File: config.mk
export PLATFORM = sky130hd
export DESIGN_NAME = booth_op_sequencer_flat
export DESIGN_NICKNAME = d
export VERILOG_FILES = /design/src/rtl/booth_op_sequencer_pkg.sv /design/src/rtl/booth_op_sequencer_if.sv /design/src/rtl/booth_op_sequencer_fifo.sv /design/src/rtl/booth_op_sequencer.sv /design/src/flat_wrapper.sv
export SDC_FILE = /design/constraint.sdc
export NUM_CORES = 1
export LEC_CHECK = 0
export ABC_AREA = 1
export CORE_AREA = 2 2 145 147
export DETAILED_ROUTE_END_ITERATION = 12
export DIE_AREA = 0 0 147 149
export MAX_ROUTING_LAYER = met4
export PLACE_DENSITY = 0.71
export SETUP_SLACK_MARGIN = 0.4
export SYNTH_ARGS = -nofsm -noshare
export SYNTH_HDL_FRONTEND = slang
export SYNTH_HIERARCHICAL = 1
export SYNTH_SLANG_ARGS = --single-unit
export TNS_END_PERCENT = 10
File: constraint.sdc
create_clock -name clk -period 8.3 [get_ports clk]
set_clock_uncertainty 0.05 [all_clocks]
set_input_delay 1.66 -clock clk [delete_from_list [all_inputs] [get_ports clk]]
set_output_delay 1.66 -clock clk [all_outputs]
set_load 0.05 [all_outputs]
File: src/rtl/booth_op_sequencer_pkg.sv
// booth_pkg: shared widths, defaults and sequencer state encoding for the Booth front end
package booth_pkg;
  localparam int DEF_WIDTH_IN = 16;
  localparam int DEF_WIDTH_FP = 32;
  localparam int DEF_TAG_W = 4;
  localparam int DEF_DEPTH = 4;
  localparam int DEF_TIMEOUT = 24;
  typedef enum logic [1:0] {IDLE, ISSUE, WAIT} seq_state_e;
endpackage

File: src/rtl/booth_op_sequencer_if.sv
// booth_op_sequencer_if: request, multiplier and result handshakes of the operand sequencer
interface booth_op_sequencer_if #(
  parameter int WIDTH_IN = booth_pkg::DEF_WIDTH_IN,
  parameter int WIDTH_FP = booth_pkg::DEF_WIDTH_FP,
  parameter int TAG_W = booth_pkg::DEF_TAG_W,
  parameter int DEPTH = booth_pkg::DEF_DEPTH
);
  logic in_valid, in_ready;
  logic [WIDTH_IN-1:0] in_a, in_b;
  logic [TAG_W-1:0] in_tag;
  logic [WIDTH_IN-1:0] mul_a, mul_b;
  logic mul_valid_in, mul_valid_out;
  logic [WIDTH_FP-1:0] mul_product;
  logic out_valid, out_ready, out_timeout;
  logic [WIDTH_FP-1:0] out_product;
  logic [TAG_W-1:0] out_tag;
  logic busy;
  logic [$clog2(DEPTH):0] fifo_count;
  modport slave (
    input in_valid, in_a, in_b, in_tag, mul_valid_out, mul_product, out_ready,
    output in_ready, mul_a, mul_b, mul_valid_in, out_valid, out_product, out_tag, out_timeout, busy, fifo_count
  );
  modport master (
    output in_valid, in_a, in_b, in_tag, mul_valid_out, mul_product, out_ready,
    input in_ready, mul_a, mul_b, mul_valid_in, out_valid, out_product, out_tag, out_timeout, busy, fifo_count
  );
endinterface

File: src/rtl/booth_op_sequencer_fifo.sv
// operand_fifo: DEPTH-entry synchronous FIFO of packed {tag, a, b} with occupancy count
module operand_fifo #(
  parameter int W = 36,
  parameter int DEPTH = 4
) (
  input  logic                   clk,
  input  logic                   reset,
  input  logic                   push,
  input  logic                   pop,
  input  logic [W-1:0]           din,
  output logic [W-1:0]           dout,
  output logic [$clog2(DEPTH):0] count
);
  localparam int AW = $clog2(DEPTH);
  logic [W-1:0] mem [DEPTH];
  logic [AW-1:0] wr_ptr, rd_ptr;
  assign dout = mem[rd_ptr];
  always_ff @(posedge clk)
    if (push) mem[wr_ptr] <= din;
  always_ff @(posedge clk)
    if (reset) begin
      wr_ptr <= '0;
      rd_ptr <= '0;
      count <= '0;
    end else begin
      wr_ptr <= wr_ptr + AW'(push);
      rd_ptr <= rd_ptr + AW'(pop);
      count <= count + (AW+1)'(push) - (AW+1)'(pop);
    end
endmodule

File: src/rtl/booth_op_sequencer.sv
// booth_op_sequencer: queues multiply requests and runs them one at a time through the Booth datapath,
// returning tagged products or a timeout marker on the result port.
module booth_op_sequencer #(
  parameter int WIDTH_IN = booth_pkg::DEF_WIDTH_IN,
  parameter int WIDTH_FP = booth_pkg::DEF_WIDTH_FP,
  parameter int TAG_W = booth_pkg::DEF_TAG_W,
  parameter int DEPTH = booth_pkg::DEF_DEPTH,
  parameter int TIMEOUT = booth_pkg::DEF_TIMEOUT
) (
  input logic clk,
  input logic reset,
  booth_op_sequencer_if.slave bus
);
  import booth_pkg::*;
  localparam int AW = $clog2(DEPTH);
  localparam int TW = $clog2(TIMEOUT);
  localparam int FW = TAG_W + 2 * WIDTH_IN;
  seq_state_e state_q, state_d;
  logic [TW-1:0] wait_cnt;
  logic [TAG_W-1:0] cur_tag;
  logic [FW-1:0] head;
  logic [AW:0] count;
  logic can_issue, timed_out, issue, finish;
  assign bus.in_ready = !count[AW] && !reset;
  assign bus.fifo_count = count;
  assign bus.busy = state_q != IDLE || count != '0;
  operand_fifo #(.W(FW), .DEPTH(DEPTH)) u_fifo (
    .clk(clk),
    .reset(reset),
    .push(bus.in_valid && bus.in_ready),
    .pop(issue),
    .din({bus.in_tag, bus.in_a, bus.in_b}),
    .dout(head),
    .count(count)
  );
  always_ff @(posedge clk)
    state_q <= reset ? IDLE : state_d;
  // issue only when the result slot is free, so a new result never overwrites an unread one
  always_comb begin
    can_issue = count != '0 && (!bus.out_valid || bus.out_ready);
    timed_out = wait_cnt == TW'(TIMEOUT - 1);
    state_d = state_q == IDLE ? (can_issue ? ISSUE : IDLE) :
              state_q == ISSUE ? WAIT :
              (bus.mul_valid_out || timed_out) ? IDLE : WAIT;
  end
  always_comb begin
    issue = state_q == IDLE && state_d == ISSUE;
    finish = state_q == WAIT && state_d == IDLE;
  end
  always_ff @(posedge clk)
    if (reset) begin
      bus.mul_a <= '0;
      bus.mul_b <= '0;
      bus.mul_valid_in <= 1'b0;
      bus.out_valid <= 1'b0;
      bus.out_product <= '0;
      bus.out_tag <= '0;
      bus.out_timeout <= 1'b0;
      cur_tag <= '0;
      wait_cnt <= '0;
    end else begin
      bus.mul_valid_in <= issue;
      wait_cnt <= issue ? '0 : state_q != IDLE ? wait_cnt + TW'(1) : wait_cnt;
      if (issue) {cur_tag, bus.mul_a, bus.mul_b} <= head;
      if (finish) begin
        bus.out_valid <= 1'b1;
        bus.out_product <= bus.mul_valid_out ? bus.mul_product : '0;
        bus.out_tag <= cur_tag;
        bus.out_timeout <= !bus.mul_valid_out;
      end else if (bus.out_ready) begin
        bus.out_valid <= 1'b0;
      end
    end
endmodule

File: src/flat_wrapper.sv
// flat-port wrapper written by rule: the top's interface ports become plain ports
module booth_op_sequencer_flat import booth_pkg::*;
#(
  parameter int WIDTH_IN = booth_pkg::DEF_WIDTH_IN,
  parameter int WIDTH_FP = booth_pkg::DEF_WIDTH_FP,
  parameter int TAG_W = booth_pkg::DEF_TAG_W,
  parameter int DEPTH = booth_pkg::DEF_DEPTH,
  parameter int TIMEOUT = booth_pkg::DEF_TIMEOUT
)
  (clk, reset, bus_in_valid, bus_in_a, bus_in_b, bus_in_tag, bus_mul_valid_out, bus_mul_product, bus_out_ready, bus_in_ready, bus_mul_a, bus_mul_b, bus_mul_valid_in, bus_out_valid, bus_out_product, bus_out_tag, bus_out_timeout, bus_busy, bus_fifo_count);
  booth_op_sequencer_if #(.WIDTH_IN(WIDTH_IN), .WIDTH_FP(WIDTH_FP), .TAG_W(TAG_W), .DEPTH(DEPTH)) bus_i ();
  input logic clk;
  input logic reset;
  input wire logic [$bits(bus_i.in_valid)-1:0] bus_in_valid;
  input wire logic [$bits(bus_i.in_a)-1:0] bus_in_a;
  input wire logic [$bits(bus_i.in_b)-1:0] bus_in_b;
  input wire logic [$bits(bus_i.in_tag)-1:0] bus_in_tag;
  input wire logic [$bits(bus_i.mul_valid_out)-1:0] bus_mul_valid_out;
  input wire logic [$bits(bus_i.mul_product)-1:0] bus_mul_product;
  input wire logic [$bits(bus_i.out_ready)-1:0] bus_out_ready;
  output wire logic [$bits(bus_i.in_ready)-1:0] bus_in_ready;
  output wire logic [$bits(bus_i.mul_a)-1:0] bus_mul_a;
  output wire logic [$bits(bus_i.mul_b)-1:0] bus_mul_b;
  output wire logic [$bits(bus_i.mul_valid_in)-1:0] bus_mul_valid_in;
  output wire logic [$bits(bus_i.out_valid)-1:0] bus_out_valid;
  output wire logic [$bits(bus_i.out_product)-1:0] bus_out_product;
  output wire logic [$bits(bus_i.out_tag)-1:0] bus_out_tag;
  output wire logic [$bits(bus_i.out_timeout)-1:0] bus_out_timeout;
  output wire logic [$bits(bus_i.busy)-1:0] bus_busy;
  output wire logic [$bits(bus_i.fifo_count)-1:0] bus_fifo_count;
  assign bus_i.in_valid = bus_in_valid;
  assign bus_i.in_a = bus_in_a;
  assign bus_i.in_b = bus_in_b;
  assign bus_i.in_tag = bus_in_tag;
  assign bus_i.mul_valid_out = bus_mul_valid_out;
  assign bus_i.mul_product = bus_mul_product;
  assign bus_i.out_ready = bus_out_ready;
  assign bus_in_ready = bus_i.in_ready;
  assign bus_mul_a = bus_i.mul_a;
  assign bus_mul_b = bus_i.mul_b;
  assign bus_mul_valid_in = bus_i.mul_valid_in;
  assign bus_out_valid = bus_i.out_valid;
  assign bus_out_product = bus_i.out_product;
  assign bus_out_tag = bus_i.out_tag;
  assign bus_out_timeout = bus_i.out_timeout;
  assign bus_busy = bus_i.busy;
  assign bus_fifo_count = bus_i.fifo_count;
  booth_op_sequencer #(.WIDTH_IN(WIDTH_IN), .WIDTH_FP(WIDTH_FP), .TAG_W(TAG_W), .DEPTH(DEPTH), .TIMEOUT(TIMEOUT)) u_core (.clk(clk), .reset(reset), .bus(bus_i));
endmodule
==> summary.md <==
The flow ran to the end, and the final reports show no timing, DRC or antenna violations. Library cell contributing the largest single delay on the critical path: sky130_fd_sc_hd__clkdlybuf4s50_1. Along the worst path, the maximum fanout reaches 12. For this design, the CTS-stage hold fixing added 0 buffers. The worst setup path is captured at an output port.

The cell with the most instances after synthesis is sky130_fd_sc_hd__nand2_1. For the total number of nets in the final design, the log shows 1129. For the worst setup path, the data required time is 6590 ps.

Dividing total power by cell area gives a power density of 331 nW/um^2. Once routing completed, OpenROAD measured the worst setup slack at 3320 ps. The async set-reset flop share out of synthesis is 0. Walking the worst path, the cells encountered are clkdlybuf4s50_1, nor2_1, clkdlybuf4s50_1. The TritonCTS sink count came out at 232. Buffering stage count on the worst path with inverters included: 2. After detailed routing, the average wire length per cell comes to 13.4 um. For this run, the slowest stage of the critical path takes 820 ps. The global-route congestion overflow total is 0, and the cell area after synthesis is 9440 um^2. The overall routing resource usage was 0.166. After detailed routing, the number of vias per cell comes to 4.72. Cell depth of the worst min-delay path: 2. The number of global-route vias before repair is 5904, and the maximum buffer depth of the clock tree is 3. Maximum clock rate: 201 MHz. Wires add up to 18.0 mm. The final routed DRC violation total was 0. For the sum of internal, switching and leakage power, the log shows 3.93 mW. Type of the worst min-delay path: flop to flop.

Sorting the synthesized cells by area gives the leading types as sky130_fd_sc_hd__edfxtp_1 46%, sky130_fd_sc_hd__dfxtp_1 19%, sky130_fd_sc_hd__nand2_1 11%. The number of fillers in the final layout is 1737. The core occupancy in the finished layout is 0.578, and the maximum number of pins on one net before global-route repair is 84. The tools report the area used by sequential logic in the layout as 6090 um^2. The count of input and output buffers was 148; the number of maximum-capacitance violations was 0.

OpenSTA, run right after detailed placement, puts the worst setup slack at 3290 ps. Setup repair after global routing left no endpoint under its margin. Sequential area share after synthesis: 0.645. Once detail routing completed, the nets flagged for antenna violations numbered 0. The tightest hold path in the finished design has a slack of 401 ps.

Cell seen most often among critical-path stages: sky130_fd_sc_hd__clkdlybuf4s50_1. The critical path crosses 3 cells after its start point. Synthesis produced 912 cells. Measured along the y axis, the die boundary spans 149 um. IR analysis of the VDD net gives a maximum drop of 0.275 mV.

The worst setup path is launched from an input pin. The synthesized design spends more area on one cell type than any other, namely sky130_fd_sc_hd__edfxtp_1. The final number of hold-violating endpoints is 0. For the worst flop-to-flop path, the logic depth is 6. The run gives 11900 um^2 as the cell area after layout. TritonCTS built the clock tree.

The maximum level of the CTS H-tree is 1, and the final sum of negative setup slack is 0 ps. The count of cells resized by post-cts repair is 0, and the die extent in x is 147 um. Kind of cell with the highest combined delay on the critical path: buffers and inverters. The initial core utilization came out at 0.459. The HPWL after detailed placement is 10.3 mm. CTS placed an instance of sky130_fd_sc_hd__clkbuf_16 at the clock tree root. The I/O pin count was 149; the combined area of the multi-input logic cells was 2650 um^2. The share of Yosys cell area claimed by the top area cell type was 0.458; the number of non-filler instances in the completed layout was 1344. Yosys printed 6 warnings.

The initial antenna violation count came out at 1. Summed over all cells, the static leakage comes to 4.65 nW. The area growth from synthesis to final layout works out to 25.8%. The core region is 20600 um^2. The minimum clock period was 4980 ps; the clock slew seen by the registers of the worst setup and hold paths was 60 ps. At the pin with the least slew margin, the transition time is 1020 ps. Counting distinct cell types in the post-synthesis netlist gives 30. Counting flops with a built-in enable in the synthesized netlist gives 144. The number of flip-flops and latches in the synthesized netlist is 232, and the insertion delay of the later-clocked pin in the worst-skew pair is 500 ps.

At the worst endpoint, the arrival time is 3270 ps. Counting instances in the post-synthesis netlist gives the leading cell types as 274 x sky130_fd_sc_hd__nand2_1, 144 x sky130_fd_sc_hd__edfxtp_1, 102 x sky130_fd_sc_hd__inv_1. The tools report the global-route wire length before repair as 28.7 mm. The floorplan has 53 rows.

In this run, the number of DRC markers left after iteration 0 of detailed routing was 246. Counting tap cells, the placed design contains a total of 1298 instances. The cell area after placement is 11000 um^2. For the number of setup buffers added after CTS, the log shows 0. When the netlist entered floorplanning its net count stood at 991.

Dividing the synthesized area by the synthesized cell count gives 10.3 um^2. Clock tree synthesis inserted a total of 25 buffers. The run gives 0 as the count of pins over their slew limit. The via count is 6337, and the count of final setup violators is 0. The fraction of layout instances using a drive strength above 1 is 0.130, and the placer congestion estimate is 0.740. Top flip-flop cell by instance count after synthesis: sky130_fd_sc_hd__edfxtp_1. The tools report the worst slew margin relative to its limit as 0.322. The final clock period utilization by the worst path came out at 0.600. The critical path is of the input pin to output port type.

The floorplan step defined a die boundary enclosing 21900 um^2. The first-pass detailed-route iteration total was 4.
placed cells by master (no fill, tap or decap), types with 5 or more instances in the layout:
cell,count
sky130_fd_sc_hd__edfxtp_1,144
sky130_fd_sc_hd__o211ai_2,34
sky130_fd_sc_hd__o21ai_0,41
sky130_fd_sc_hd__nand2_2,22
sky130_fd_sc_hd__a21oi_1,40
sky130_fd_sc_hd__nor2_1,71
sky130_fd_sc_hd__clkdlybuf4s50_1,148
sky130_fd_sc_hd__buf_4,8
sky130_fd_sc_hd__clkinv_2,6
sky130_fd_sc_hd__nor2_2,20
sky130_fd_sc_hd__inv_1,102
sky130_fd_sc_hd__nand2_1,274
sky130_fd_sc_hd__dfxtp_1,86
sky130_fd_sc_hd__ha_1,5
sky130_fd_sc_hd__clkbuf_16,25
worst register-to-register path: stages (launching register included):
cell and delay (ps):
sky130_fd_sc_hd__dfxtp_4 970, sky130_fd_sc_hd__buf_4 760, sky130_fd_sc_hd__a21oi_1 160, sky130_fd_sc_hd__o21ai_0 120, sky130_fd_sc_hd__nand2_1 100, sky130_fd_sc_hd__nand2_1 80
sky130_fd_sc_hd__nand2_1 70
metal layers:
| metal | track usage | share of wire | up-vias | routed length [um] |
|---|---|---|---|---|
| li1 | - | - | 3216 | - |
| met5 | - | 0 | - | 0 |
| met3 | 0.0358 | 0.068 | 27 | 1220 |
| met1 | 0.199 | 0.43 | 2936 | 7750 |
| met2 | 0.289 | 0.48 | 158 | 8710 |
| met4 | 0.0399 | 0.017 | 0 | 301 |
registers in the layout, indices dropped and copies added (netlist names), 2 cells and up:
| name | count |
|---|---|
| u_core/bus.mul_a | 16 |
| u_core/u_fifo/wr_ptr | 2 |
| u_core/bus.mul_b | 16 |
| u_core/state_q | 2 |
| u_core/bus.out_tag | 4 |
| u_core/cur_tag | 4 |
| u_core/wait_cnt | 5 |
| u_core/bus.out_product | 32 |
| u_core/u_fifo/rd_ptr | 2 |
| u_core/u_fifo/count | 3 |
| u_core/u_fifo/mem | 144 |
power breakdown:
| group | internal [mW] | leakage (nW) | switching [mW] | total, mW |
|---|---|---|---|---|
| Combinational | 0.425 | 2.22 | 0.829 | 1.25 |
| Sequential | 1.39 | 2.02 | 0.172 | 1.56 |
| Clock | 0.681 | 0.407 | 0.431 | 1.11 |
layout make-up:
cell class	count	share of cell area
well taps	275	0.0290
multi-input cells	530	0.223
diodes	1	0.000211
repair buffers	156	0.130
flip-flops and latches	232	0.513
clock buffers	31	0.0579
clock inverters	14	0.0133
inverters	105	0.0333
kinds of logic (layout without fill, tap and decap cells):
logic type                 Yosys count  in the layout  share of synthesized area
other                                0              1                          0
DFF                                232            232                      0.645
buffers and inverters              150            306                     0.0761
adders and majority gates            6              6                    0.00875
and+or+nand+nor                    399            399                      0.174
AOI/OAI and AO/OA                  120            120                     0.0915
xor gates and xnor gates             5              5                    0.00464
final timing paths:
| check | start | endpoint | slack [ps] |
|---|---|---|---|
| max | reset | bus_in_ready | 3320 |
| min | u_core/bus.mul_a[7] | u_core/bus.mul_a[7] | 400 |
| max reg2reg | u_core/u_fifo/rd_ptr[0] | u_core/bus.mul_b[10] | 5890 |
| min reg2reg | u_core/bus.mul_a[7] | u_core/bus.mul_a[7] | 400 |
(Power assumes the default switching activity.)
